[src/rtl/calc_result_unit_pkg.sv]
// calc_pkg: shared widths, state encoding and scancode-to-digit decode for calc_result_unit
package calc_pkg;
    localparam int RES_W = 14;
    localparam int BCD_N = 4;
    localparam int CNT_W = $clog2(RES_W);
    typedef enum logic [1:0] {IDLE, LOAD, CONV, DONE} state_t;
    localparam logic [7:0] KP_CODES [10] = '{8'h70, 8'h69, 8'h72, 8'h7A, 8'h6B, 8'h73, 8'h74, 8'h6C, 8'h75, 8'h7D};
    localparam logic [7:0] MR_CODES [10] = '{8'h45, 8'h16, 8'h1E, 8'h26, 8'h25, 8'h2E, 8'h36, 8'h3D, 8'h3E, 8'h46};
    // Returns {err, digit}; an unknown code yields digit 0 with err set.
    function automatic logic [4:0] decode_digit(input logic [7:0] code);
        logic [4:0] res;
        res = 5'b1_0000;
        for (int i = 0; i < 10; i++)
            if (code == KP_CODES[i] || code == MR_CODES[i]) res = {1'b0, 4'(i)};
        return res;
    endfunction
endpackage

[src/rtl/calc_result_unit_if.sv]
// calc_result_unit_if: keypad operands/operators in, BCD result and status out
interface calc_result_unit_if;
    logic [8:0] val_1, val_2, val_3, val_4;
    logic       add_enable, sub_enable, mul_enable, result_enable;
    logic [3:0] bcd3, bcd2, bcd1, bcd0;
    logic       neg, result_valid, busy, err;
    modport master (
        output val_1, val_2, val_3, val_4, add_enable, sub_enable, mul_enable, result_enable,
        input  bcd3, bcd2, bcd1, bcd0, neg, result_valid, busy, err
    );
    modport slave (
        input  val_1, val_2, val_3, val_4, add_enable, sub_enable, mul_enable, result_enable,
        output bcd3, bcd2, bcd1, bcd0, neg, result_valid, busy, err
    );
endinterface

[src/rtl/calc_result_unit_bin2bcd_seq.sv]
// bin2bcd_seq: sequential double-dabble, one add-3/shift iteration per cycle, RES_W iterations
module bin2bcd_seq
    import calc_pkg::*;
(
    input  logic               clk,
    input  logic               rst,
    input  logic               i_start,
    input  logic               i_abort,
    input  logic [RES_W-1:0]   i_bin,
    output logic [4*BCD_N-1:0] o_bcd,
    output logic               o_busy,
    output logic               o_done
);
    localparam int SH_W = 4*BCD_N + RES_W;
    logic [SH_W-1:0]  r_sh, w_adj;
    logic [CNT_W-1:0] r_cnt;
    logic             r_busy, r_done;
    always_comb begin
        w_adj = r_sh;
        for (int i = 0; i < BCD_N; i++)
            if (r_sh[RES_W+4*i +: 4] >= 4'd5) w_adj[RES_W+4*i +: 4] = r_sh[RES_W+4*i +: 4] + 4'd3;
    end
    always_ff @(posedge clk) begin
        if (rst) begin
            r_sh   <= '0;
            r_cnt  <= '0;
            r_busy <= 1'b0;
            r_done <= 1'b0;
        end else begin
            r_done <= 1'b0;
            if (i_abort) begin
                r_busy <= 1'b0;
            end else if (i_start) begin
                r_sh   <= SH_W'(i_bin);
                r_cnt  <= '0;
                r_busy <= 1'b1;
            end else if (r_busy) begin
                r_sh  <= {w_adj[SH_W-2:0], 1'b0};
                r_cnt <= r_cnt + CNT_W'(1);
                if (r_cnt == CNT_W'(RES_W-1)) begin
                    r_busy <= 1'b0;
                    r_done <= 1'b1;
                end
            end
        end
    end
    assign o_bcd  = r_sh[SH_W-1 -: 4*BCD_N];
    assign o_busy = r_busy;
    assign o_done = r_done;
endmodule

[src/rtl/calc_result_unit.sv]
// calc_result_unit: decodes two 2-digit operands, computes +,-,* and converts the magnitude to BCD
module calc_result_unit
    import calc_pkg::*;
(
    input  logic               clk,
    input  logic               rst,
    calc_result_unit_if.slave  bus
);
    state_t             r_state;
    logic               r_re_d, r_dec_err;
    logic [3:0]         r_d1, r_d2, r_d3, r_d4;
    logic [2:0]         r_op;
    logic [4*BCD_N-1:0] r_bcd, w_bcd;
    logic               r_neg, r_valid, r_busy, r_err;
    logic [4:0]         w_dec1, w_dec2, w_dec3, w_dec4;
    logic [RES_W-1:0]   w_a, w_b, w_mag;
    logic               w_start, w_err, w_neg, w_cv_start, w_abort, w_cv_busy, w_done;
    assign w_dec1 = decode_digit(bus.val_1[7:0]);
    assign w_dec2 = decode_digit(bus.val_2[7:0]);
    assign w_dec3 = decode_digit(bus.val_3[7:0]);
    assign w_dec4 = decode_digit(bus.val_4[7:0]);
    assign w_start = bus.result_enable && !r_re_d;
    assign w_abort = !bus.result_enable && (r_state == LOAD || r_state == CONV);
    assign w_cv_start = bus.result_enable && r_state == LOAD;
    // Arithmetic works only from the operands latched at the start edge.
    assign w_a = RES_W'(r_d1) * RES_W'(10) + RES_W'(r_d2);
    assign w_b = RES_W'(r_d3) * RES_W'(10) + RES_W'(r_d4);
    assign w_err = r_dec_err || !$onehot(r_op);
    assign w_neg = !w_err && r_op[1] && (w_a < w_b);
    assign w_mag = w_err ? '0 :
                   r_op[2] ? w_a + w_b :
                   r_op[1] ? (w_a >= w_b ? w_a - w_b : w_b - w_a) :
                   w_a * w_b;
    bin2bcd_seq u_bcd (
        .clk     (clk),
        .rst     (rst),
        .i_start (w_cv_start),
        .i_abort (w_abort),
        .i_bin   (w_mag),
        .o_bcd   (w_bcd),
        .o_busy  (w_cv_busy),
        .o_done  (w_done)
    );
    always_ff @(posedge clk) begin
        if (rst) begin
            r_state   <= IDLE;
            r_re_d    <= 1'b0;
            r_dec_err <= 1'b0;
            r_d1      <= '0;
            r_d2      <= '0;
            r_d3      <= '0;
            r_d4      <= '0;
            r_op      <= '0;
            r_bcd     <= '0;
            r_neg     <= 1'b0;
            r_valid   <= 1'b0;
            r_busy    <= 1'b0;
            r_err     <= 1'b0;
        end else begin
            r_re_d <= bus.result_enable;
            case (r_state)
                IDLE: if (w_start) begin
                    r_state   <= LOAD;
                    r_d1      <= w_dec1[3:0];
                    r_d2      <= w_dec2[3:0];
                    r_d3      <= w_dec3[3:0];
                    r_d4      <= w_dec4[3:0];
                    r_dec_err <= w_dec1[4] | w_dec2[4] | w_dec3[4] | w_dec4[4];
                    r_op      <= {bus.add_enable, bus.sub_enable, bus.mul_enable};
                end
                LOAD: if (!bus.result_enable) begin
                    r_state <= IDLE;
                end else begin
                    r_state <= CONV;
                    r_busy  <= 1'b1;
                    r_err   <= w_err;
                end
                CONV: if (!bus.result_enable) begin
                    r_state <= IDLE;
                    r_busy  <= 1'b0;
                    r_err   <= 1'b0;
                end else if (w_done && !w_cv_busy) begin
                    r_state <= DONE;
                    r_busy  <= 1'b0;
                    r_valid <= 1'b1;
                    r_bcd   <= w_bcd;
                    r_neg   <= w_neg;
                end
                DONE: if (!bus.result_enable) begin
                    r_state <= IDLE;
                    r_bcd   <= '0;
                    r_neg   <= 1'b0;
                    r_valid <= 1'b0;
                    r_err   <= 1'b0;
                end
            endcase
        end
    end
    assign bus.bcd3         = r_bcd[15:12];
    assign bus.bcd2         = r_bcd[11:8];
    assign bus.bcd1         = r_bcd[7:4];
    assign bus.bcd0         = r_bcd[3:0];
    assign bus.neg          = r_neg;
    assign bus.result_valid = r_valid;
    assign bus.busy         = r_busy;
    assign bus.err          = r_err;
endmodule
[src/flat_wrapper.sv]
// flat-port wrapper written by rule: the top's interface ports become plain ports
module calc_result_unit_flat import calc_pkg::*;
  (clk, rst, bus_val_1, bus_val_2, bus_val_3, bus_val_4, bus_add_enable, bus_sub_enable, bus_mul_enable, bus_result_enable, bus_bcd3, bus_bcd2, bus_bcd1, bus_bcd0, bus_neg, bus_result_valid, bus_busy, bus_err);
  calc_result_unit_if bus_i ();
  input  logic clk;
  input  logic rst;
  input wire logic [$bits(bus_i.val_1)-1:0] bus_val_1;
  input wire logic [$bits(bus_i.val_2)-1:0] bus_val_2;
  input wire logic [$bits(bus_i.val_3)-1:0] bus_val_3;
  input wire logic [$bits(bus_i.val_4)-1:0] bus_val_4;
  input wire logic [$bits(bus_i.add_enable)-1:0] bus_add_enable;
  input wire logic [$bits(bus_i.sub_enable)-1:0] bus_sub_enable;
  input wire logic [$bits(bus_i.mul_enable)-1:0] bus_mul_enable;
  input wire logic [$bits(bus_i.result_enable)-1:0] bus_result_enable;
  output wire logic [$bits(bus_i.bcd3)-1:0] bus_bcd3;
  output wire logic [$bits(bus_i.bcd2)-1:0] bus_bcd2;
  output wire logic [$bits(bus_i.bcd1)-1:0] bus_bcd1;
  output wire logic [$bits(bus_i.bcd0)-1:0] bus_bcd0;
  output wire logic [$bits(bus_i.neg)-1:0] bus_neg;
  output wire logic [$bits(bus_i.result_valid)-1:0] bus_result_valid;
  output wire logic [$bits(bus_i.busy)-1:0] bus_busy;
  output wire logic [$bits(bus_i.err)-1:0] bus_err;
  assign bus_i.val_1 = bus_val_1;
  assign bus_i.val_2 = bus_val_2;
  assign bus_i.val_3 = bus_val_3;
  assign bus_i.val_4 = bus_val_4;
  assign bus_i.add_enable = bus_add_enable;
  assign bus_i.sub_enable = bus_sub_enable;
  assign bus_i.mul_enable = bus_mul_enable;
  assign bus_i.result_enable = bus_result_enable;
  assign bus_bcd3 = bus_i.bcd3;
  assign bus_bcd2 = bus_i.bcd2;
  assign bus_bcd1 = bus_i.bcd1;
  assign bus_bcd0 = bus_i.bcd0;
  assign bus_neg = bus_i.neg;
  assign bus_result_valid = bus_i.result_valid;
  assign bus_busy = bus_i.busy;
  assign bus_err = bus_i.err;
  calc_result_unit u_core (.clk(clk), .rst(rst), .bus(bus_i));
endmodule
[config.mk]
export PLATFORM = sky130hd
export DESIGN_NAME = calc_result_unit_flat
export DESIGN_NICKNAME = d
export VERILOG_FILES = /design/src/rtl/calc_result_unit_pkg.sv /design/src/rtl/calc_result_unit_if.sv /design/src/rtl/calc_result_unit_bin2bcd_seq.sv /design/src/rtl/calc_result_unit.sv /design/src/flat_wrapper.sv
export SDC_FILE = /design/constraint.sdc
export NUM_CORES = 1
export LEC_CHECK = 0
export BUFFER_PORTS_ARGS = -buffer_cell sky130_fd_sc_hd__buf_2
export CAP_MARGIN = 20
export CORE_MARGIN = 5
export CORE_UTILIZATION = 40
export CTS_CLUSTER_DIAMETER = 50
export DETAILED_ROUTE_END_ITERATION = 7
export PLACE_DENSITY = 0.69
export SLEW_MARGIN = 15
export SYNTH_ARGS = -nofsm -noshare
export SYNTH_HDL_FRONTEND = slang
export SYNTH_SLANG_ARGS = --single-unit
[constraint.sdc]
create_clock -name clk -period 6.9 [get_ports clk]
set_clock_uncertainty 0.15 [all_clocks]
set_input_delay 0.69 -clock clk [delete_from_list [all_inputs] [get_ports clk]]
set_output_delay 0.69 -clock clk [all_outputs]
set_load 0.02 [all_outputs]
---- After elaboration in Yosys (flattened, before gate mapping) ----
Cells that the tools add are included.
word-level totals
  word-level logic and storage cells ...... 281
  register bits after elaboration ......... 79
cells by class
  mux-type cells .......................... 79
  eq/ne operators ......................... 92
  multiply operators ...................... 3
  order comparisons ....................... 6
  add/sub/neg operators ................... 12
  reduce and logical (&&, ||, !) cells .... 67
  bitwise logic cells ..................... 5
operators by type and width
  cell                   number
  $eq A8 B7 Y1 const B   48
  $mux W5                40
  $eq A8 B6 Y1 const B   24
  $eq A8 B5 Y1 const B   8
  $mux W30               2
  $mux W14               4
  $mux W16               3
  $logic_or A1 B1 Y1     42
  $pmux W16 S2           1
  $sub A14 B14 Y14       2
  $mux W4                5
  $add A8 B4 Y9          2
  $ge A4 B3 Y1 const B   4
  $add A14 B14 Y14       1
  $ge A14 B14 Y1         1
  $lt A14 B14 Y1         1
  $mul A14 B14 Y14       1
  $mul A4 B3 Y7 const B  2
  $mux W1                13
  $add A4 B2 Y4 const B  3
  $mux W2                5
  $ne A2 B2 Y1 const B   5
  $reduce_and A3 Y1      3
  $pmux W1 S2            4
  21 further kinds       40

---- Logic depth before layout (Yosys ltp) ----
  word-level depth ........................ 15
  mapped depth ............................ 26

---- Modules after synthesis ----
From an unflattened synthesis, not the netlist that was laid out.
unflattened totals
  cells, all modules ...................... 1,121
  area total of the unflattened synthesis .. 8,882.3 um2
by module, submodules not included
  module            instances  cells each  area an instance (um2)
  calc_result_unit  1          922         6,975.4
  bin2bcd_seq       1          199         1,906.8

---- Worst setup path before layout ----
Ideal clock, no wire load.
  path type ............................... flip-flop to flip-flop
  start ................................... reg u_core.r_d3[3]
  end ..................................... reg u_core.u_bcd.r_sh[12]
  path slack .............................. 0.838 ns
  clock period less this slack ............ 6.062 ns
  data required time ...................... 6.614 ns
  cell stages (with the launch flop) ...... 24
  arrival ................................. 5.776 ns
  library setup time ...................... 0.136 ns
  cells stage by stage .................... dfxtp_1 > ha_1 > ha_1 > inv_1 > fa_1 > inv_1 > nand2_1 > nor3_1 > nand2_1 > fa_1 > fa_1 > inv_1 > fa_1 > inv_1 > fa_1 > inv_1 > ha_1 > inv_1 > o21bai_1 > a2111oi_0 > or3_1 > mux2_2 > o221ai_1 > a211oi_1
on the way
  cells in the longest elaborated chain, start to end .. 8
  elaborated cells on any way between the ends .. 12
  those cells by class .................... add/sub (4); mul (2); order compare (1); mux (5)
ends and longest elaborated chain
  what                                                      RTL line                            source
  start, declared                                           calc_result_unit.sv:11              logic [3:0] r_d1, r_d2, r_d3, r_d4;
  start signal, assigned                                    calc_result_unit.sv:66              r_d3 <= w_dec3[3:0];
  $mul A4 B3 Y7 (*)                                         calc_result_unit.sv:27              assign w_b = RES_W'(r_d3) * RES_W'(10) + RES_W'(r_d4);
  $add A8 B4 Y9 (*)                                         calc_result_unit.sv:27
  branches (longest 3 deep; another with $mul A14 B14 Y14)  -
  $mux W14 (*)                                              calc_result_unit.sv:31              r_op[2] ? w_a + w_b :
  $mux W14 (*)                                              calc_result_unit.sv:30              assign w_mag = w_err ? '0 :
  $mux W30 (*)                                              calc_result_unit_bin2bcd_seq.sv:33  end else if (i_start) begin
  end signal, assigned                                      calc_result_unit_bin2bcd_seq.sv:34  r_sh <= SH_W'(i_bin);
  end signal, assigned                                      calc_result_unit_bin2bcd_seq.sv:38  r_sh <= {w_adj[SH_W-2:0], 1'b0};
  end, declared                                             calc_result_unit_bin2bcd_seq.sv:15  logic [SH_W-1:0] r_sh, w_adj;
Mark *: on every way between the ends.
A chain may end at the register's enable or synchronous reset.

---- Final worst setup path ----
  start ................................... reg u_core.r_d1[3]
  end ..................................... reg u_core.u_bcd.r_sh[12]
on the way
  cells in the longest elaborated chain, start to end .. 8
  elaborated cells on any way between the ends .. 12
  those cells by class .................... add/sub (4); mul (2); order compare (1); mux (5)
ends and longest elaborated chain
  what                                                      RTL line                            source
  start, declared                                           calc_result_unit.sv:11
  start signal, assigned                                    calc_result_unit.sv:64              r_d1 <= w_dec1[3:0];
  $mul A4 B3 Y7 (*)                                         calc_result_unit.sv:26              assign w_a = RES_W'(r_d1) * RES_W'(10) + RES_W'(r_d2);
  $add A8 B4 Y9 (*)                                         calc_result_unit.sv:26
  branches (longest 3 deep; another with $mul A14 B14 Y14)  -
  $mux W14 (*)                                              calc_result_unit.sv:31
  $mux W14 (*)                                              calc_result_unit.sv:30
  $mux W30 (*)                                              calc_result_unit_bin2bcd_seq.sv:33
Marked as above.

==> impl_metrics.yaml <==
synth:
  synth_edf_count: 0
  synth_top_area_cell: "dfxtp_1"
  synth_top_area_share_pct: 17.95
  yosysMostFrequentCell: "nor2_1"
  yosysWarnings: 0
  syn_inst: 1157
  synth-seq-area-share_pct: 17.95
  synthesis.nets: 1332
  ys_seq_elements: 79
  synthArstFlopShare_pct: 0
  postSynthAreaPerCell_sq_um: 7.613
  ys_top_cells_by_count: "nor2_1, inv_1, nand2_1, ha_1, dfxtp_1"
  synth_area_sq_um: 8808
  synthDistinctLibCells: 81
  synth_flop_cell: "dfxtp_1"
  synthTopCellsByArea: "dfxtp_1, fa_1, ha_1"
placement:
  gp_congestion: 0.9476
  hpwlAfterDp_microns: 17220
  port_buffers: 57
  place_ws_ns: 0.2719
  placed_area_sq_um: 9330
  dpl.cell_count: 1452
sta:
  timing.final.crit_share_pct: 96.30
  rsz0062_at_grt: "no"
  setup_tns_ns: 0
  min_period_ns: 6.645
  max_freq_mhz: 150.5
  finalHoldViolations: 0
  setup_viol: 0
  setup_slack_ns: 0.2554
  relSlewSlack_pct: 31.54
  hold_slack_ns: 0.3124
  drv_slew: 0
  worst_pin_slew_ns: 1.025
min_path:
  holdPathStages: 2
  hold_path.class: "flop to flop"
  hold_start: "u_core.u_bcd.r_sh[13]"
  min_to: "u_core.u_bcd.r_sh[14]"
floorplan:
  die_area_sq_um: 25090
  rows: 54
  dieWidth_microns: 158.4
  ios: 62
  core_sq_um: 21760
  start_util_pct: 40.49
  die_height_microns: 158.4
routing:
  drt-pass1-iter-count: 7
  route.detailed.drc: 0
  vias_per_cell: 5.518
  drtAntennaViolNets: 0
  wl_per_cell_microns: 14.97
  drtIter0Drc: 563
  drt_wl_total_microns: 21970
  num_vias: 8100
power:
  internal-power_w: 0.001019
  ir_drop_mv: 0.1069
  leakagePower_nw: 4.008
  power.density_nw_per_um2: 171.1
  clock_power_share_pct: 30.2
  power_switching_w: 0.0006313
  comb_power_share_pct: 39.6
  swShare_pct: 38.26
  seq_power_share_pct: 30.3
critical_path:
  worstPathArrival_ns: 6.66
  ff2ff_setup_slack_ns: 0.26
  cp_max_fo: 7
  reg2regPathDepth: 21
  reg2reg_from: "u_core.r_d1[3]"
  worstPathRequired_ns: 6.91
  cp_slowest_cell: "xnor2_1"
  cp_cell_sequence: "ha_1, ha_1, fa_1, xnor2_1, nand2_1, fa_1, fa_1, inv_1, ha_1, inv_1, fa_1, inv_1, fa_1, a21o_1, a21oi_1, o21bai_1, a2111oi_0, or3_1, mux2_2, o221ai_1, a211oi_1"
  r2r_end: "u_core.u_bcd.r_sh[12]"
  path_class: "flop to flop"
  critPathCaptureType: "flop"
  start_kind: "flop"
  cp_slowest_stage_delay_ns: 0.60
  crit_top_cell: "fa_1"
clock_tree:
  root_buffer: "clkbuf_16"
  cts_tree: "done"
  htreeDepth: 3
  holdBufCountCts: 0
  post_cts_buffers: 0
  ctsResizeCount: 0
  clock_path_buffers: 2
  numClockSinks: 79
  numCtsBuffers: 9
  clk_pin_slew_ns: 0.06
  clock_latency_ns: 0.33
cells_and_area:
  fin_nets: 1358
  drive_gt1_share_pct: 9.680
  syn_to_final_growth_pct: 9.503
  n_fill_cell: 2180
  finalNonFillerCells: 1468
  n_antenna_cell: 0
  final_area_sq_um: 9646
grt:
  grt_pass1_wl_microns: 36690
  grt_pass1_vias: 7677
  grt_use_total_pct: 17.43
  grt_remaining_overflow: 0
  grt_max_degree: 53
  antenna_found_initial: 0
job:
  cap_violations: 0
outcome:
  status: "finished, final reports clean"
worst max-delay path: cells and delay by family (launching register included):
kind                     cells  cell delay (ns)
AO/OA/AOI/OAI                6             1.22
XOR/XNOR                     1             0.60
adder cells (fa/ha/maj)      8             3.24
buffers and inverters        3             0.15
flip-flops                   1             0.41
multiplexers                 1             0.37
AND/OR/NAND/NOR              2             0.34
layer usage:
metal	global-route usage (%)	wire length [microns]	up-vias
li1	-	-	4029
met2	28.48	10360	196
met3	2.093	980	31
met5	0	0	-
met1	24.49	10130	3844
met4	4.630	503	0
sequential cells by signal, indices dropped and copies added (netlist names):
name / flops
u_core.bus.busy: 1
u_core.bus.err: 1
u_core.bus.neg: 1
u_core.bus.result_valid: 1
u_core.r_bcd: 16
u_core.r_d1: 4
u_core.r_d2: 4
u_core.r_d3: 4
u_core.r_d4: 4
u_core.r_dec_err: 1
u_core.r_op: 3
u_core.r_re_d: 1
u_core.r_state: 2
u_core.u_bcd.o_busy: 1
u_core.u_bcd.o_done: 1
u_core.u_bcd.r_cnt: 4
u_core.u_bcd.r_sh: 30
cell type report:
| cell class | instances | area, sq um | area share [%] |
|---|---|---|---|
| clock buffers | 10 | 239.0 | 2.478 |
| clock inverters | 6 | 76.32 | 0.7913 |
| inverters | 133 | 499.2 | 5.176 |
| multi-input cells | 888 | 6501 | 67.40 |
| flip-flops and latches | 79 | 1582 | 16.40 |
| well taps | 280 | 350.3 | 3.632 |
| repair buffers | 72 | 397.9 | 4.125 |
per-stage QoR:
stage / total power (W) / util (%)
detailed placement: 0.001156 / 42.89
floorplan: 0.001005 / -
CTS: 0.001657 / 44.34
global placement: 0.001147 / 42.89
global route: 0.001757 / 44.34
finish: 0.001650 / 44.34
power groups by stage:
stage                     Sequential [W]  Clock (W)  Combinational, W
after floorplan                 0.000501          0          0.000505
after global placement          0.000509          0          0.000638
after detailed placement        0.000509          0          0.000646
after CTS                       0.000499   0.000509          0.000649
after global routing            0.000502   0.000527          0.000728
final                           0.000499   0.000498          0.000653
placed cells by master (no fill, tap or decap), types with 7 or more instances in the layout:
cell type	instances
nand2b_1	16
nand2_1	111
a21oi_1	77
o22ai_1	8
inv_1	126
a31oi_1	8
dfxtp_1	79
ha_1	80
nand3b_1	7
xor2_1	17
fa_1	53
a211oi_1	16
xnor2_1	30
buf_2	57
buf_4	15
nand4_1	7
nor2b_1	23
a22oi_1	19
nand3_1	25
o21ai_0	51
o21a_1	9
nor2_1	140
or3_1	8
nor3_1	29
clkbuf_16	9
a21o_1	12
nor4_1	8
nor3b_1	9
mux2i_1	13
cell families after synthesis:
logic type	Yosys count	share of synthesized area (%)
AND/OR/NAND/NOR	418	22.93
AO/OA/AOI/OAI	273	20.58
buffers and inverters	190	8.338
adder cells (fa/ha/maj)	133	23.41
flip-flops	79	17.95
XOR/XNOR	48	4.929
multiplexers	16	1.861
how the worst max path moves through the flow:
stage | startpoint | to | slack, ns | cells past startpoint
detailed placement | u_core.r_d1[1] | u_core.u_bcd.r_sh[12] | 0.27 | 21
global placement | u_core.r_d1[1] | u_core.u_bcd.r_sh[12] | 0.36 | 21
floorplan | u_core.r_d3[3] | u_core.u_bcd.r_sh[12] | 0.84 | 23
CTS | u_core.r_d1[1] | u_core.u_bcd.r_sh[12] | 0.26 | 21
global route | u_core.r_d1[1] | u_core.u_bcd.r_sh[12] | 0.03 | 19
finish | u_core.r_d1[3] | u_core.u_bcd.r_sh[12] | 0.26 | 21
(Power assumes the default switching activity.)
